File: config.mk
export PLATFORM = sky130hd
export DESIGN_NAME = ahb_response_mux
export DESIGN_NICKNAME = d
export VERILOG_FILES = /design/src/rtl/ahb_pkg.sv /design/src/rtl/ahb_default_slave.sv /design/src/rtl/ahb_response_mux.sv
export SDC_FILE = /design/constraint.sdc
export NUM_CORES = 1
export LEC_CHECK = 0
export ABC_CLOCK_PERIOD_IN_PS = 2300
export CAP_MARGIN = 20
export CORE_ASPECT_RATIO = 0.6
export CORE_MARGIN = 2
export CORE_UTILIZATION = 23
export DETAILED_ROUTE_END_ITERATION = 8
export PLACE_DENSITY_LB_ADDON = 0.15
export SYNTH_ARGS = -nofsm -noshare
export SYNTH_HDL_FRONTEND = slang
export SYNTH_SLANG_ARGS = --single-unit
File: constraint.sdc
create_clock -name HCLK -period 2.3 [get_ports HCLK]
set_clock_uncertainty 0.1 [all_clocks]
set_input_delay 0.46 -clock HCLK [delete_from_list [all_inputs] [get_ports HCLK]]
set_output_delay 0.46 -clock HCLK [all_outputs]
set_load 0.03 [all_outputs]
File: src/rtl/ahb_pkg.sv
// Shared AHB-Lite encodings and the default-slave state type.
package ahb_pkg;

  localparam logic [1:0] HTRANS_IDLE   = 2'b00;
  localparam logic [1:0] HTRANS_BUSY   = 2'b01;
  localparam logic [1:0] HTRANS_NONSEQ = 2'b10;
  localparam logic [1:0] HTRANS_SEQ    = 2'b11;

  localparam logic HRESP_OKAY  = 1'b0;
  localparam logic HRESP_ERROR = 1'b1;

  typedef enum logic [1:0] {
    DS_OKAY = 2'b00,
    DS_ERR1 = 2'b01,
    DS_ERR2 = 2'b10
  } ds_state_e;

endpackage

File: src/rtl/ahb_default_slave.sv
// Default slave: answers unmapped active transfers with a two-cycle ERROR
// and keeps a saturating count of the ERRORs it has issued.
//
// state   | meaning
// DS_OKAY | idle / zero-wait OKAY for unmapped IDLE or BUSY
// DS_ERR1 | first ERROR cycle, HREADY low, address phase ignored
// DS_ERR2 | second ERROR cycle, HREADY high, address phase re-sampled
module ahb_default_slave
  import ahb_pkg::*;
#(
  parameter int ERR_CNT_WIDTH = 8
) (
  input  logic                     HCLK,
  input  logic                     HRESETn,
  input  logic                     sample,
  input  logic                     hready,
  output logic                     ds_hready,
  output logic                     ds_hresp,
  output logic [ERR_CNT_WIDTH-1:0] err_count
);

  ds_state_e                state_q, state_d;
  logic [ERR_CNT_WIDTH-1:0] cnt_q, cnt_d;

  // State and error counter registers.
  always_ff @(posedge HCLK or negedge HRESETn) begin
    if (!HRESETn) begin
      state_q <= DS_OKAY;
      cnt_q   <= '0;
    end else begin
      state_q <= state_d;
      cnt_q   <= cnt_d;
    end
  end

  // Next-state and response decode.
  always_comb begin
    state_d   = state_q;
    ds_hready = 1'b1;
    ds_hresp  = HRESP_OKAY;
    unique case (state_q)
      DS_OKAY: begin
        if (hready && sample) state_d = DS_ERR1;
      end
      DS_ERR1: begin
        ds_hready = 1'b0;
        ds_hresp  = HRESP_ERROR;
        state_d   = DS_ERR2;
      end
      DS_ERR2: begin
        ds_hresp = HRESP_ERROR;
        state_d  = (hready && sample) ? DS_ERR1 : DS_OKAY;
      end
      default: state_d = DS_OKAY;
    endcase
  end

  // Count each entry into ERR1; ERR1 never loops on itself, holds at all-ones.
  always_comb begin
    cnt_d = cnt_q;
    if ((state_d == DS_ERR1) && (state_q != DS_ERR1) && (cnt_q != '1))
      cnt_d = cnt_q + ERR_CNT_WIDTH'(1);
  end

  assign err_count = cnt_q;

endmodule

File: src/rtl/ahb_response_mux.sv
// AHB-Lite response mux: routes the data-phase slave's ready/resp/rdata to
// the master, falling back to the internal default slave on a bad decode.
module ahb_response_mux
  import ahb_pkg::*;
#(
  parameter int NUM_SLAVES    = 2,
  parameter int DATA_WIDTH    = 64,
  parameter int ERR_CNT_WIDTH = 8
) (
  input  logic                             HCLK,
  input  logic                             HRESETn,
  input  logic [NUM_SLAVES-1:0]            HSEL,
  input  logic [1:0]                       HTRANS,
  input  logic [NUM_SLAVES-1:0]            HREADYOUT,
  input  logic [NUM_SLAVES-1:0]            HRESP_S,
  input  logic [NUM_SLAVES*DATA_WIDTH-1:0] HRDATA_S,
  output logic                             HREADY,
  output logic                             HRESP,
  output logic [DATA_WIDTH-1:0]            HRDATA,
  output logic [ERR_CNT_WIDTH-1:0]         err_count
);

  localparam int SEL_W = (NUM_SLAVES > 1) ? $clog2(NUM_SLAVES) : 1;

  logic [SEL_W-1:0]      sel_q, sel_d;
  logic                  dflt_q, dflt_d;
  logic [4:0]            hot_cnt;
  logic [SEL_W-1:0]      hsel_idx;
  logic                  unmapped;
  logic                  active;
  logic                  sample;
  logic                  slv_hready;
  logic                  slv_hresp;
  logic [DATA_WIDTH-1:0] slv_hrdata;
  logic                  ds_hready;
  logic                  ds_hresp;

  // One-hot check and index encode of the address-phase select.
  always_comb begin
    hot_cnt  = '0;
    hsel_idx = '0;
    for (int i = 0; i < NUM_SLAVES; i++) begin
      if (HSEL[i]) begin
        hot_cnt  = hot_cnt + 5'd1;
        hsel_idx = SEL_W'(i);
      end
    end
    unmapped = (hot_cnt != 5'd1);
  end

  assign active = (HTRANS == HTRANS_NONSEQ) || (HTRANS == HTRANS_SEQ);
  assign sample = HREADY && unmapped && active;

  // Data-phase select only advances when the previous data phase completes.
  always_comb begin
    sel_d  = sel_q;
    dflt_d = dflt_q;
    if (HREADY) begin
      if (unmapped) begin
        dflt_d = 1'b1;
      end else begin
        sel_d  = hsel_idx;
        dflt_d = 1'b0;
      end
    end
  end

  // Data-phase select registers.
  always_ff @(posedge HCLK or negedge HRESETn) begin
    if (!HRESETn) begin
      sel_q  <= '0;
      dflt_q <= 1'b1;
    end else begin
      sel_q  <= sel_d;
      dflt_q <= dflt_d;
    end
  end

  // Slave-side mux; compare-based so non-power-of-two counts never index out of range.
  always_comb begin
    slv_hready = 1'b1;
    slv_hresp  = HRESP_OKAY;
    slv_hrdata = '0;
    for (int i = 0; i < NUM_SLAVES; i++) begin
      if (sel_q == SEL_W'(i)) begin
        slv_hready = HREADYOUT[i];
        slv_hresp  = HRESP_S[i];
        slv_hrdata = HRDATA_S[i*DATA_WIDTH +: DATA_WIDTH];
      end
    end
  end

  // Final selection between the addressed slave and the default slave.
  always_comb begin
    HREADY = dflt_q ? ds_hready : slv_hready;
    HRESP  = dflt_q ? ds_hresp  : slv_hresp;
    HRDATA = dflt_q ? '0        : slv_hrdata;
  end

  ahb_default_slave #(
    .ERR_CNT_WIDTH(ERR_CNT_WIDTH)
  ) u_default_slave (
    .HCLK      (HCLK),
    .HRESETn   (HRESETn),
    .sample    (sample),
    .hready    (HREADY),
    .ds_hready (ds_hready),
    .ds_hresp  (ds_hresp),
    .err_count (err_count)
  );

endmodule

# --- Word level (Yosys, flattened, before mapping) ---
# Index checks and enable logic that the tools add are counted.
word_totals:
  n_memories: 0
  ram_bits: 0
  latchBits: 0
  mem_bits_ro: 0
  wordCells: 39
  input_bits: 138
  register_bits: 12
classes:
  shifts: 0
  n_eq_ne: 8
  n_mux: 15
  add_sub_neg: 2
  n_lt_le_gt_ge: 0
  multipliers: 0
  reduce_logical: 9
  n_div: 0
  n_bitwise: 1
op_table:
  columns: ["cell", "count"]
  rows:
  - ["$mux W64", 2]
  - ["$mux W1", 10]
  - ["$add A8 B1 Y8 const B", 1]
  - ["$ne A8 B8 Y1 const B", 1]
  - ["$eq A2 B2 Y1 const B", 3]
  - ["$pmux W2 S3", 1]
  - ["$add A5 B1 Y5 const B", 1]
  - ["$logic_and A1 B1 Y1", 5]
  - ["$mux W5", 1]
  - ["$ne A5 B1 Y1 const B", 1]
  - ["$eq A2 B1 Y1 const B", 2]
  - ["$logic_not A2 Y1", 1]
  - ["$mux W2", 1]
  - ["$ne A2 B1 Y1 const B", 1]
  - ["$reduce_and A2 Y1", 1]
  - ["$reduce_or A2 Y1", 1]
  - ["$logic_or A1 B1 Y1", 1]
  - ["$not A1 Y1", 1]

# --- Logic depth before layout (Yosys ltp) ---
logic_depth:
  depth_word: 12
  mapped_depth: 7
  depth_no_buf: 7

# --- Modules after synthesis ---
# Synthesis repeated with hierarchy kept, for this count alone.
hier_totals:
  hier_cells: 213
  area_unflattened_um2: 1711.6
by_module_without_submodules:
  columns: ["module", "instances", "cells_per_inst", "area_each_um2", "seq_area_each_um2"]
  rows:
  - ["ahb_response_mux", 1, 165, 1162.4, 51.3]
  - ["ahb_default_slave", 1, 48, 549.3, 250.2]

# --- Worst setup path after synthesis ---
# OpenSTA, ideal clock, no wires.
synth_timing:
  kind: "reg-to-output"
  from: "register sel_q"
  to: "output HRDATA[35]"
  path_slack_ps: 75
  required_ps: 1740
  t_arrival_ps: 1665
  stages_incl_launch_ff: 6
  path_cell_list: "dfrtp_1 buf_2 clkbuf_1 buf_2 mux2i_1 nor2_1"
synth_via:
  elab_chain_len: 2
synth_rtl:
  columns: ["item", "line_no", "text"]
  rows:
  - ["from (decl)", "ahb_response_mux.sv:25", "logic [SEL_W-1:0] sel_q, sel_d;"]
  - ["from (signal assigned)", "ahb_response_mux.sv:74", "sel_q <= sel_d;"]
  - ["$mux W64", "ahb_response_mux.sv:85", "if (sel_q == SEL_W'(i)) begin"]
  - ["$mux W64", "ahb_response_mux.sv:97", "HRDATA = dflt_q ? '0 : slv_hrdata;"]
  - ["to (decl)", "ahb_response_mux.sv:19", "output logic [DATA_WIDTH-1:0] HRDATA,"]
# No other way between the ends.

# --- Worst setup path after layout ---
layout_timing:
  from: "input HREADYOUT[0]"
  to: "register u_default_slave.cnt_q[3], in the netlist u_default_slave.err_count[3]"
layout_via:
  elab_chain_len: 10
  word_cells_on_any_way: 11
  cone_classes: "1 x eq/ne; 5 x mux; 5 x reduce/logical"
layout_rtl:
  columns: ["item", "line_no", "text"]
  rows:
  - ["from (decl)", "ahb_response_mux.sv:14", "input logic [NUM_SLAVES-1:0] HREADYOUT,"]
  - ["$mux W1 *", "ahb_response_mux.sv:85", null]
  - ["$mux W1 *", "ahb_response_mux.sv:95", "HREADY = dflt_q ? ds_hready : slv_hready;"]
  - ["$logic_and A1 B1 Y1 (2 in a row)", "ahb_response_mux.sv:52", "assign sample = HREADY && unmapped && active;"]
  - ["$logic_and A1 B1 Y1 *", "ahb_default_slave.sv:43, ahb_default_slave.sv:52", null]
  - ["$mux W1 or $mux W2 (tied branches)", "ahb_default_slave.sv:52, ahb_default_slave.sv:43", null]
  - ["$pmux W2 S3 *", "ahb_default_slave.sv:41", "unique case (state_q)"]
  - ["$eq A2 B1 Y1 *", "ahb_default_slave.sv:61", "if ((state_d == DS_ERR1) && (state_q != DS_ERR1) && (cnt_q != '1))"]
  - ["$logic_and A1 B1 Y1 * (2 in a row)", "ahb_default_slave.sv:61", null]
  - ["to (signal assigned)", "ahb_default_slave.sv:32", "cnt_q <= cnt_d;"]
  - ["to (decl)", "ahb_default_slave.sv:23", "logic [ERR_CNT_WIDTH-1:0] cnt_q, cnt_d;"]
# Mark *: on every way between the ends. The rest lies on a longest branch, timed or not.
# A chain may end at the register's enable or synchronous reset.

==> out/qor.yml <==
max_stage_delay_ns: 0.50
rows: 23
fmax_ghz: 0.456
grt_max_degree: 68
die_area_mm2: 0.00785
criticalPathCategory: "input pin to flip-flop"
slew_violations: 0
worstPathArrival_ns: 2.26
fin_crit_ns: 2.19
rr_endpoint: "u_default_slave.err_count[3]"
worstReg2RegStart: "u_default_slave.state_q[1]"
root_buffer: "clkbuf_16"
hold_start: "u_default_slave.err_count[7]"
die_h_um: 69.4
p_per_area_mw_per_mm2: 1150
cp.depth: 8
tightest_slew_ns: 0.767
setup_viol: 0
cp_max_fo: 7
num_antenna_cells: 0
r2r_cells: 9
layout.nets: 563
crit_slowest_cell: "clkdlybuf4s50_1"
violations: "design-rule violations"
route.detailed.wl_per_inst_um: 14.7
wirelength_um: 7440
hp-class: "flip-flop to flip-flop"
cts_sinks: 12
start_util_pct: 24.2
drv_cap: 0
drcViolationCount: 12
area_growth_pct: 144
yosysSeqAreaShare_pct: 18.4
vias: 2256
ir_drop_mv: 0.525
slew_headroom_pct: 48.5
power_leakage_nw: 1.81
end_kind: "flip-flop"
ios: 212
crit_chain: "clkdlybuf4s50_1 > mux2i_4 > a2111oi_4 > a211oi_2 > buf_4 > buf_4 > nor4_4 > xor2_1"
reg2reg_slack_ns: 0.11
cts_buffers: 3
core_mm2: 0.00679
io_buffers: 210
hold_viol: 0
syn_nets: 354
cts.clk_slew.worst_paths_ns: 0.05
first_pass_iters: 6
antenna_found_initial: 0
placed_cell_area_mm2: 0.00380
worst_ep_required_time_ns: 2.36
synth.avg_cell_area_um2: 7.81
fin_crit_sh_pct: 95.4
fin_tns_setup_ns: 0
syn_inst: 210
dp_hpwl_um: 6070
grt-ovfl-total: 0
cp_num_buf_inv: 3
clk_latency_ns: 0.24
hold_end: "u_default_slave.err_count[7]"
htreeDepth: 1
vias_per_cell: 4.47
path_common_cell: "buf_4"
grt_pass1_wl_um: 11200
die_w_um: 113
cts_tree: "yes"
clockBufferDepth: 2
crit_family: "buffers and inverters"
ys_ff_latch: 12
gr-usage-all-layers_pct: 17.5
drt_iter0_markers: 83
syn_area_mm2: 0.00164
first_global_vias: 2211
ys.warnings.count: 0
drive_gt1_share_pct: 21.3
ant_nets: 0
status: "finished with violations"
start_kind: "input pin"
final_area_mm2: 0.00400
synth_cell_type_count: 27
whs_path_depth: 1
place.gp.congestion: 0.809
-- worst register-to-register path, cell delays in order (launching register included) --
cell and delay [ns]:
dfrtp_1 0.37, inv_1 0.09, ha_1 0.19, and2_2 0.24, a2111oi_4 0.34, a211oi_2 0.05
buf_4 0.18, buf_4 0.14, nor4_4 0.25, xor2_1 0.16
-- area by class of cell --
type | instances | area (um2)
clock buffers | 4 | 78.8
fillers | 592 | 2790
inverters | 6 | 22.5
multi-input cells | 177 | 1350
flip-flops and latches | 12 | 305
well taps | 87 | 109
repair buffers | 219 | 2140
-- metal layers --
layer	up-vias	track usage (%)	wire length, um
li1	1138	-	-
met1	1013	19.7	2760
met2	103	34.3	4030
met3	2	4.11	635
met4	0	2.17	20
met5	-	0	0
-- synthesized netlist by cell type --
cell type	n	share of area, %
a21oi_1	3	0.92
nand2_1	3	0.69
and2_1	2	0.76
buf_1	1	0.23
a2111oi_2	1	0.92
nand3b_1	1	0.46
mux2_1	1	0.69
and3_1	1	0.38
ha_1	6	4.6
a211oi_2	1	0.76
o21ai_1	1	0.30
inv_1	6	1.4
nor3_2	1	0.61
dfrtp_1	11	17
nor4_1	5	1.9
nand4_1	1	0.38
a2111oi_1	1	0.61
nor2_1	68	16
mux2i_1	66	40
xor2_1	8	4.3
dfstp_2	1	1.6
a22oi_1	1	0.46
nand3_1	4	1.2
or4_1	1	0.46
clkbuf_1	10	2.3
o21ai_0	1	0.30
buf_2	4	1.2
-- what timing repair did --
action	in CTS	in global routing
buffers inserted	3	0
setup endpoints to repair	2	46
resized for setup	2	13
hold buffers	0	0
hold endpoints to repair	0	0
pin swaps	2	2
-- report_power, final --
part           total (W)  leakage [nW]  internal (W)  switching [W]
Clock           0.000325        0.0382      0.000233      0.0000915
Combinational    0.00386          1.62       0.00165        0.00221
Sequential      0.000399         0.151      0.000299      0.0000998
-- worst max-delay path by stage --
stage                               startpoint  slack (ns)                            to
floorplan                                sel_q        0.08                    HRDATA[35]
global placement                       HSEL[0]       -0.25  u_default_slave.err_count[1]
detailed placement                     HSEL[0]       -0.34  u_default_slave.err_count[1]
CTS                                     dflt_q       0.002                         HRESP
global route        u_default_slave.state_q[1]      -0.002  u_default_slave.err_count[3]
finish                            HREADYOUT[0]        0.11  u_default_slave.err_count[3]
-- kinds of logic after synthesis --
group / Yosys count / share of synthesized area [%]
simple gates: 87 / 22.4
mux: 67 / 41.0
buf+inv: 21 / 5.11
flops: 12 / 18.4
compound gates: 9 / 4.27
xor+xnor: 8 / 4.27
fa+ha+maj: 6 / 4.58
-- stage by stage --
step	worst slack [ns]	hold WS, ns	power, W	instances	utilization [%]
floorplan	0.0752	0.0644	0.00264	210	-
global placement	-0.247	0.392	0.00413	498	55.9
detailed placement	-0.344	0.393	0.00416	498	55.9
CTS	0.00215	0.416	0.00454	505	57.6
global route	-0.00235	0.430	0.00485	505	58.9
finish	0.105	0.412	0.00458	505	58.9
-- cell usage in the layout, fill, tap and decap left out --
cell,n
clkdlybuf4s50_1,142
nor2_1,68
mux2i_1,65
buf_4,64
buf_12,10
dfrtp_1,10
xor2_1,7
inv_1,6
ha_1,6
nand3_1,4
a21oi_1,3
nand2_1,3
nor4_1,3
clkbuf_16,3
a2111oi_4,2
dlymetal6s2s_1,2
mux2i_4,1
and2_2,1
xor2_4,1
and2_1,1
a211oi_2,1
o21ai_0,1
nand4_1,1
o21ai_1,1
nor4_4,1
nor3_4,1
mux2_1,1
and3_1,1
nor4_2,1
a22oi_1,1
or4_1,1
nand3b_1,1
clkbuf_1,1
dfstp_2,1
buf_6,1
dfrtp_4,1
-- registers in the layout (all words and copies together) (netlist names) --
name                       cells
u_default_slave.state_q        2
sel_q                          1
u_default_slave.err_count      8
dflt_q                         1
No activity file was read; power rests on OpenSTA's default activity.
